File: src/rtl/gate_truth_table_checker_hold_timer.sv
// Dwell counter: clears on demand, counts while enabled, and flags when the
// count reaches a fixed terminal value.
module gate_truth_table_checker_hold_timer #(
    parameter int WIDTH    = 3,
    parameter int TERMINAL = 3
) (
    input  logic clk,
    input  logic rst,
    input  logic clear,
    input  logic enable,
    output logic tc
);

    logic [WIDTH-1:0] count;

    // Count up while enabled; clear has priority so every dwell starts at zero
    always_ff @(posedge clk or posedge rst) begin
        if (rst) begin
            count <= '0;
        end else if (clear) begin
            count <= '0;
        end else if (enable) begin
            count <= count + 1'b1;
        end
    end

    assign tc = (count == WIDTH'(TERMINAL));

endmodule

File: config.mk
export PLATFORM = sky130hd
export DESIGN_NAME = gate_truth_table_checker_hold_timer
export DESIGN_NICKNAME = d
export VERILOG_FILES = /design/src/rtl/gate_truth_table_checker_hold_timer.sv
export SDC_FILE = /design/constraint.sdc
export NUM_CORES = 1
export LEC_CHECK = 0
export CAP_MARGIN = 15
export CORE_AREA = 3 3 40 42
export CTS_CLUSTER_DIAMETER = 50
export DETAILED_ROUTE_END_ITERATION = 7
export DIE_AREA = 0 0 43 45
export GPL_ROUTABILITY_DRIVEN = 0
export PLACE_DENSITY = 0.3
export SLEW_MARGIN = 10
export SYNTH_ARGS = -nofsm -noshare
export SYNTH_HDL_FRONTEND = slang
export SYNTH_SLANG_ARGS = --single-unit
File: constraint.sdc
create_clock -name clk -period 3.3 [get_ports clk]
set_input_delay 0.33 -clock clk [delete_from_list [all_inputs] [get_ports clk]]
set_output_delay 0.33 -clock clk [all_outputs]
set_load 0.02 [all_outputs]
==> summary.txt, run 1 <==
Worst setup path
  • Crit-path slowest cell: clkdlybuf4s50_1
  • Family with the most delay on the worst path: buffers and inverters
  • Worst path max stage delay: 0.53 ns
  • Worst EP arrival: 1.52 ns
  • Critical path class: register to output pin
  • Worst path bufs/invs: 1
  • Cell Chain, Critical Path: ha_1 > ha_1 > clkdlybuf4s50_1
  • Most common cell type on the critical path: ha_1
  • Worst path required time: 2.97 ns
  • Crit. End Element: output pin
  • Worst Setup Start Kind: register
  • Crit-path max FO: 2

GRT
  • Largest net degree at the start of global routing: 5
  • Vias in the first global route: 129
  • Global-route wire length before repair: 503 µm
  • Initial antenna violation count: 0
  • Grt total ovfl: 0
  • GRT Overall Usage: 4.42%

Placed design
  • I/O Buffers: 4
  • Area post-placement: 204 µm²
  • Placed Instances: 32

Clock tree
  • Clock Path Buffers: 2
  • CTS Root Cell: clkbuf_4
  • CTS clk-pin slew, worst paths: 0.04 ns
  • H-tree levels: 1
  • CTS tree: built
  • Cts bufs inserted: 3
  • Post-CTS setup buffers: 0
  • Worst skew pair latency: 0.23 ns
  • Hold-fix buffer count after cts: 0
  • # resized after CTS: 0
  • Clk sinks: 3

Yosys
  • Mapped Cells: 13
  • Net Count, Synth: 19
  • Sequential-to-total area share from yosys stat: 51.7%
  • Library cells used by synthesis: 7
  • Synthesis Warnings: 0
  • Mean post-synth cell area: 11.2 µm²
  • Syn Std Cell Area: 145 µm²
  • Seq cells post-synth: 3

Layout
  • # fillers: 145
  • Share of cells above drive strength 1: 14.3%
  • Top reg by flops: count
  • Top Registers: count: 3 flops
  • Core Util, Final: 17.9%
  • Area Overhead vs Synth: 58.6%
  • Max reg flops: 3
  • Design Area, Final: 230 µm²
  • Diode count: 0
  • Cell Count, Final, Fillers Out: 36
  • Final #Nets: 28

Power
  • Lkg Pwr: 0.000109 µW
  • Switching pwr: 27.4 µW
  • Max rail drop VDD: 0.000154 V
  • Switching Fraction: 22.7%
  • P per Cell Area: 525 nW/µm²
  • Clk network pwr share: 53.8%
  • Cell Int Power: 93.4 µW
  • Comb pwr share: 11.5%
  • Register share of total power: 34.8%

STA
  • Final Hold Slack: 0.259 ns
  • Setup TNS: 0 ns
  • Worst-Margin Slew: 0.210 ns
  • Endpoints failing setup: 0
  • Fin crit share: 56.2%
  • Minimum clock period: 1.85 ns
  • RSZ-0062 raised after global routing: no
  • Max Fclk: 539 MHz
  • Worst slew margin: 86.0%
  • Hold Fails Final Rpt: 0
  • Slew Limit Fails: 0
  • Final clock skew: 0.000452 ns

Route
  • DR iter-0 viols: 1
  • Routed wire length: 280 µm
  • Via count: 110
  • Drt pass-1 iters: 3
  • DRT antenna net count: 0
  • DR WL/cell: 7.78 µm
  • Remaining DRCs: 0
  • Vias/cell: 3.06

Floorplan
  • Die Width: 43 µm
  • Core ar.: 1280 µm²
  • Ports: 5
  • Row count: 13
  • Initial core utilization: 11.3%
  • Die height: 45 µm
  • Die area: 1940 µm²

Outcome
  • Status: complete, no violations

Worst hold path
  • Worst hold path type: input pin to asynchronous set/reset pin

Job
  • Maxcap violations: 0
## power groups by stage
stage | logic, µW | registers, µW | clock network [µW]
after floorplan | 7.79 | 42.0 | 0
after global placement | 14.0 | 42.4 | 0
after detailed placement | 14.1 | 42.5 | 0
after CTS | 14.2 | 42.0 | 69.5
after global routing | 16.4 | 42.4 | 73.7
final | 13.9 | 42.0 | 65.0
## cells by family (layout without fill, tap and decap cells)
| group | count (synthesis) | count (layout) | share of synthesized area [%] |
|---|---|---|---|
| xor gates and xnor gates | 1 | 1 | 6.04 |
| adders and majority gates | 2 | 2 | 17.2 |
| AOI/OAI and AO/OA | 1 | 1 | 5.17 |
| muxes | 1 | 1 | 6.90 |
| and+or+nand+nor | 3 | 3 | 7.76 |
| DFF | 3 | 3 | 51.7 |
| buffers and inverters | 2 | 10 | 5.17 |
## final cells by class
cell class	count	area (µm²)	area share, %
clock buffer	4	26.3	11.4
inverter	2	7.51	3.26
multi-input combinational	8	62.6	27.2
sequential	3	75.1	32.6
tap	15	18.8	8.15
timing repair buffer	4	40.0	17.4
## path summary, 6_finish.rpt
check	startpoint	to	slack, ns	depth (start not counted)
setup / recovery	count[0]$_DFFE_PP0P_	tc	1.45	3
hold / removal	rst	count[1]$_DFFE_PP0P_	0.26	2
setup reg to reg	count[0]$_DFFE_PP0P_	count[2]$_DFFE_PP0P_	2.09	3
hold reg to reg	count[1]$_DFFE_PP0P_	count[1]$_DFFE_PP0P_	0.52	2
max in group asynchronous	rst	count[0]$_DFFE_PP0P_	2.91	2
min in group clk	count[1]$_DFFE_PP0P_	count[1]$_DFFE_PP0P_	0.52	2
## layout by cell type (no fill, tap or decap), drive strengths merged
master,n
clkdlybuf4s50,4
clkbuf,4
nor2,3
dfrtp,3
inv,2
ha,2
mux2i,1
xnor2,1
a211oi,1
## per-stage QoR
step,power [µW],setup WS [ns]
2_1_floorplan,49.8,2.16
4_1_cts,126,1.43
3_5_place_dp,56.6,1.68
6_report,121,1.45
5_1_grt,132,1.37
3_3_place_gp,56.4,1.69
## routing by layer
layer  global-route usage, %  up-vias  wire length, µm
met5                       0        -                0
met4                    7.23        0                0
met3                    3.98        0               25
met2                    3.89        5              105
met1                    4.37       46              149
li1                        -       59                -
## synthesized netlist by cell type
cell type	n	area share, %
a211oi_1	1	5.2
inv_1	2	5.2
xnor2_1	1	6.0
mux2i_1	1	6.9
dfrtp_1	3	52
ha_1	2	17
nor2_1	3	7.8
Power figures use the tool's default switching activity.
==> run 2, diff against run 1 <==
==> constraint.sdc (replaced) <==
create_clock -name clk -period 1.8 [get_ports clk]
set_input_delay 0.18 -clock clk [delete_from_list [all_inputs] [get_ports clk]]
set_output_delay 0.18 -clock clk [all_outputs]
set_load 0.02 [all_outputs]
==> run 2 against run 1 <==
First-iteration DRC count down 100%. Critical endpoint unchanged. Routed wire length decreased by 0.71%. Final area unchanged. Register-to-register slack got worse by 1.5 ns.
==> summary.txt, run 2 (synthesis results as in run 1) <==
Placed design
  • Area post-placement: 204 µm² (unchanged)
  • Placed Instances: 32 (unchanged)
  • I/O Buffers: 4 (unchanged)

Outcome
  • Status: complete, no violations (unchanged)

Power
  • Max rail drop VDD: 0.000227 V (was 0.000154 V)
  • P per Cell Area: 946 nW/µm² (was 525 nW/µm²)
  • Lkg Pwr: 0.000109 µW (unchanged)
  • Total power: 218 µW (was 121 µW)

Layout
  • Max reg flops: 3 (unchanged)
  • Diode count: 0 (unchanged)
  • Top Registers: count: 3 flops (unchanged)
  • Final #Nets: 28 (unchanged)
  • Top reg by flops: count (unchanged)
  • Commonest non-fill, non-tap cells in the layout: 4 x clkdlybuf4s50_1, 3 x nor2_1, 3 x clkbuf_4, 3 x dfrtp_1 (unchanged)
  • Core Util, Final: 17.9% (unchanged)
  • Cell Count, Final, Fillers Out: 36 (unchanged)
  • Design Area, Final: 230 µm² (unchanged)
  • Most common cell after layout, fill and taps aside: clkdlybuf4s50_1 (unchanged)
  • Area Overhead vs Synth: 58.6% (unchanged)
  • Share of cells above drive strength 1: 14.3% (unchanged)

Worst setup path
  • Critical path class: register to output pin (unchanged)
  • Worst Setup Start Kind: register (unchanged)
  • Worst EP arrival: 1.51 ns (was 1.52 ns)
  • Crit. End Element: output pin (unchanged)
  • Worst path required time: 1.62 ns (was 2.97 ns)
  • Crit-path max FO: 2 (unchanged)

Route
  • DR iter-0 viols: 0 (was 1)
  • DR WL/cell: 7.72 µm (was 7.78 µm)
  • Routed wire length: 278 µm (was 280 µm)
  • Drt pass-1 iters: 1 (was 3)
  • Remaining DRCs: 0 (unchanged)
  • Via count: 107 (was 110)
  • Vias/cell: 2.97 (was 3.06)
  • DRT antenna net count: 0 (unchanged)

Floorplan
  • Ports: 5 (unchanged)
  • Core ar.: 1280 µm² (unchanged)
  • Die Width: 43 µm (unchanged)
  • Row count: 13 (unchanged)
  • Die area: 1940 µm² (unchanged)
  • Initial core utilization: 11.3% (unchanged)
  • Die height: 45 µm (unchanged)

STA
  • Fin crit share: 94.1%
  • Hold Fails Final Rpt: 0 (unchanged)
  • Minimum clock period: 1.69 ns
  • Max Fclk: 590 MHz
  • Worst-Margin Slew: 0.209 ns (was 0.210 ns)
  • Slew Limit Fails: 0 (unchanged)
  • Setup TNS: 0 ns (unchanged)
  • Worst slew margin: 86.0% (about the same)
  • Final clock skew: 0.000138 ns (was 0.000452 ns)
  • RSZ-0062 raised after global routing: no (unchanged)
  • Endpoints failing setup: 0 (unchanged)

Clock tree
  • CTS tree: built (unchanged)
  • H-tree levels: 1 (unchanged)
  • Worst skew pair latency: 0.23 ns (about the same)
  • Post-CTS setup buffers: 0 (unchanged)
  • Cts bufs inserted: 3 (unchanged)
  • Clock Path Buffers: 2 (unchanged)
  • Clk sinks: 3 (unchanged)
  • CTS clk-pin slew, worst paths: 0.04 ns (about the same)
  • # resized after CTS: 0 (unchanged)
  • CTS Root Cell: clkbuf_4 (unchanged)
  • Hold-fix buffer count after cts: 0 (unchanged)

GRT
  • Largest net degree at the start of global routing: 5 (unchanged)
  • Global-route wire length before repair: 393 µm (was 503 µm)
  • Grt total ovfl: 0 (unchanged)
  • GRT Overall Usage: 3.42% (was 4.42%)
  • Initial antenna violation count: 0 (unchanged)
  • Vias in the first global route: 107 (was 129)

Job
  • Maxcap violations: 0 (unchanged)

Worst hold path
  • Worst hold path type: input pin to asynchronous set/reset pin (unchanged)
[run 2: cell counts in the layout (fill, tap and decap cells not counted)]
Identical to the previous run, type by type.
[run 2: stage by stage]
step           hold WS (ns)  setup slack, ns
2_1_floorplan       -0.0664            0.682
3_3_place_gp          0.358            0.334
3_5_place_dp          0.362            0.336
4_1_cts               0.113           0.0841
5_1_grt               0.127           0.0372
6_report              0.117            0.106
[run 2: cell type report]
class / count / area (µm²)
flip-flops and latches: 3 / 75.1
repair buffers: 4 / 40.0
inverters: 2 / 7.51
clock buffers: 4 / 26.3
fillers: 149 / 1050
well taps: 15 / 18.8
multi-input cells: 8 / 62.6
[run 2: metal layers]
layer | share of wire (%) | routed length, µm | up-vias | track usage (%)
met5 | 0 | 0 | - | 0
met4 | 0 | 0 | 0 | 5.42
met3 | 12 | 32 | 0 | 2.79
met2 | 42 | 118 | 5 | 3.59
met1 | 46 | 127 | 45 | 3.16
li1 | - | - | 57 | -
[run 2: where the power goes]
part,internal (µW),switching [µW]
registers,73.5,3.44
clock network,82.9,32.1
logic,14.6,11.1
[run 2: critical path: stages (launching register included)]
cell and delay, ns:
dfrtp_1 0.38, ha_1 0.21, ha_1 0.17, clkdlybuf4s50_1 0.53
[run 2: worst paths after layout]
path	startpoint	to	slack [ns]	cells after the start
setup / recovery	count[0]$_DFFE_PP0P_	tc	0.11	3
hold / removal	rst	count[1]$_DFFE_PP0P_	0.12	2
setup reg to reg	count[0]$_DFFE_PP0P_	count[2]$_DFFE_PP0P_	0.61	3
hold reg to reg	count[1]$_DFFE_PP0P_	count[1]$_DFFE_PP0P_	0.55	2
max in group asynchronous	rst	count[0]$_DFFE_PP0P_	1.56	2
min in group clk	count[1]$_DFFE_PP0P_	count[1]$_DFFE_PP0P_	0.55	2
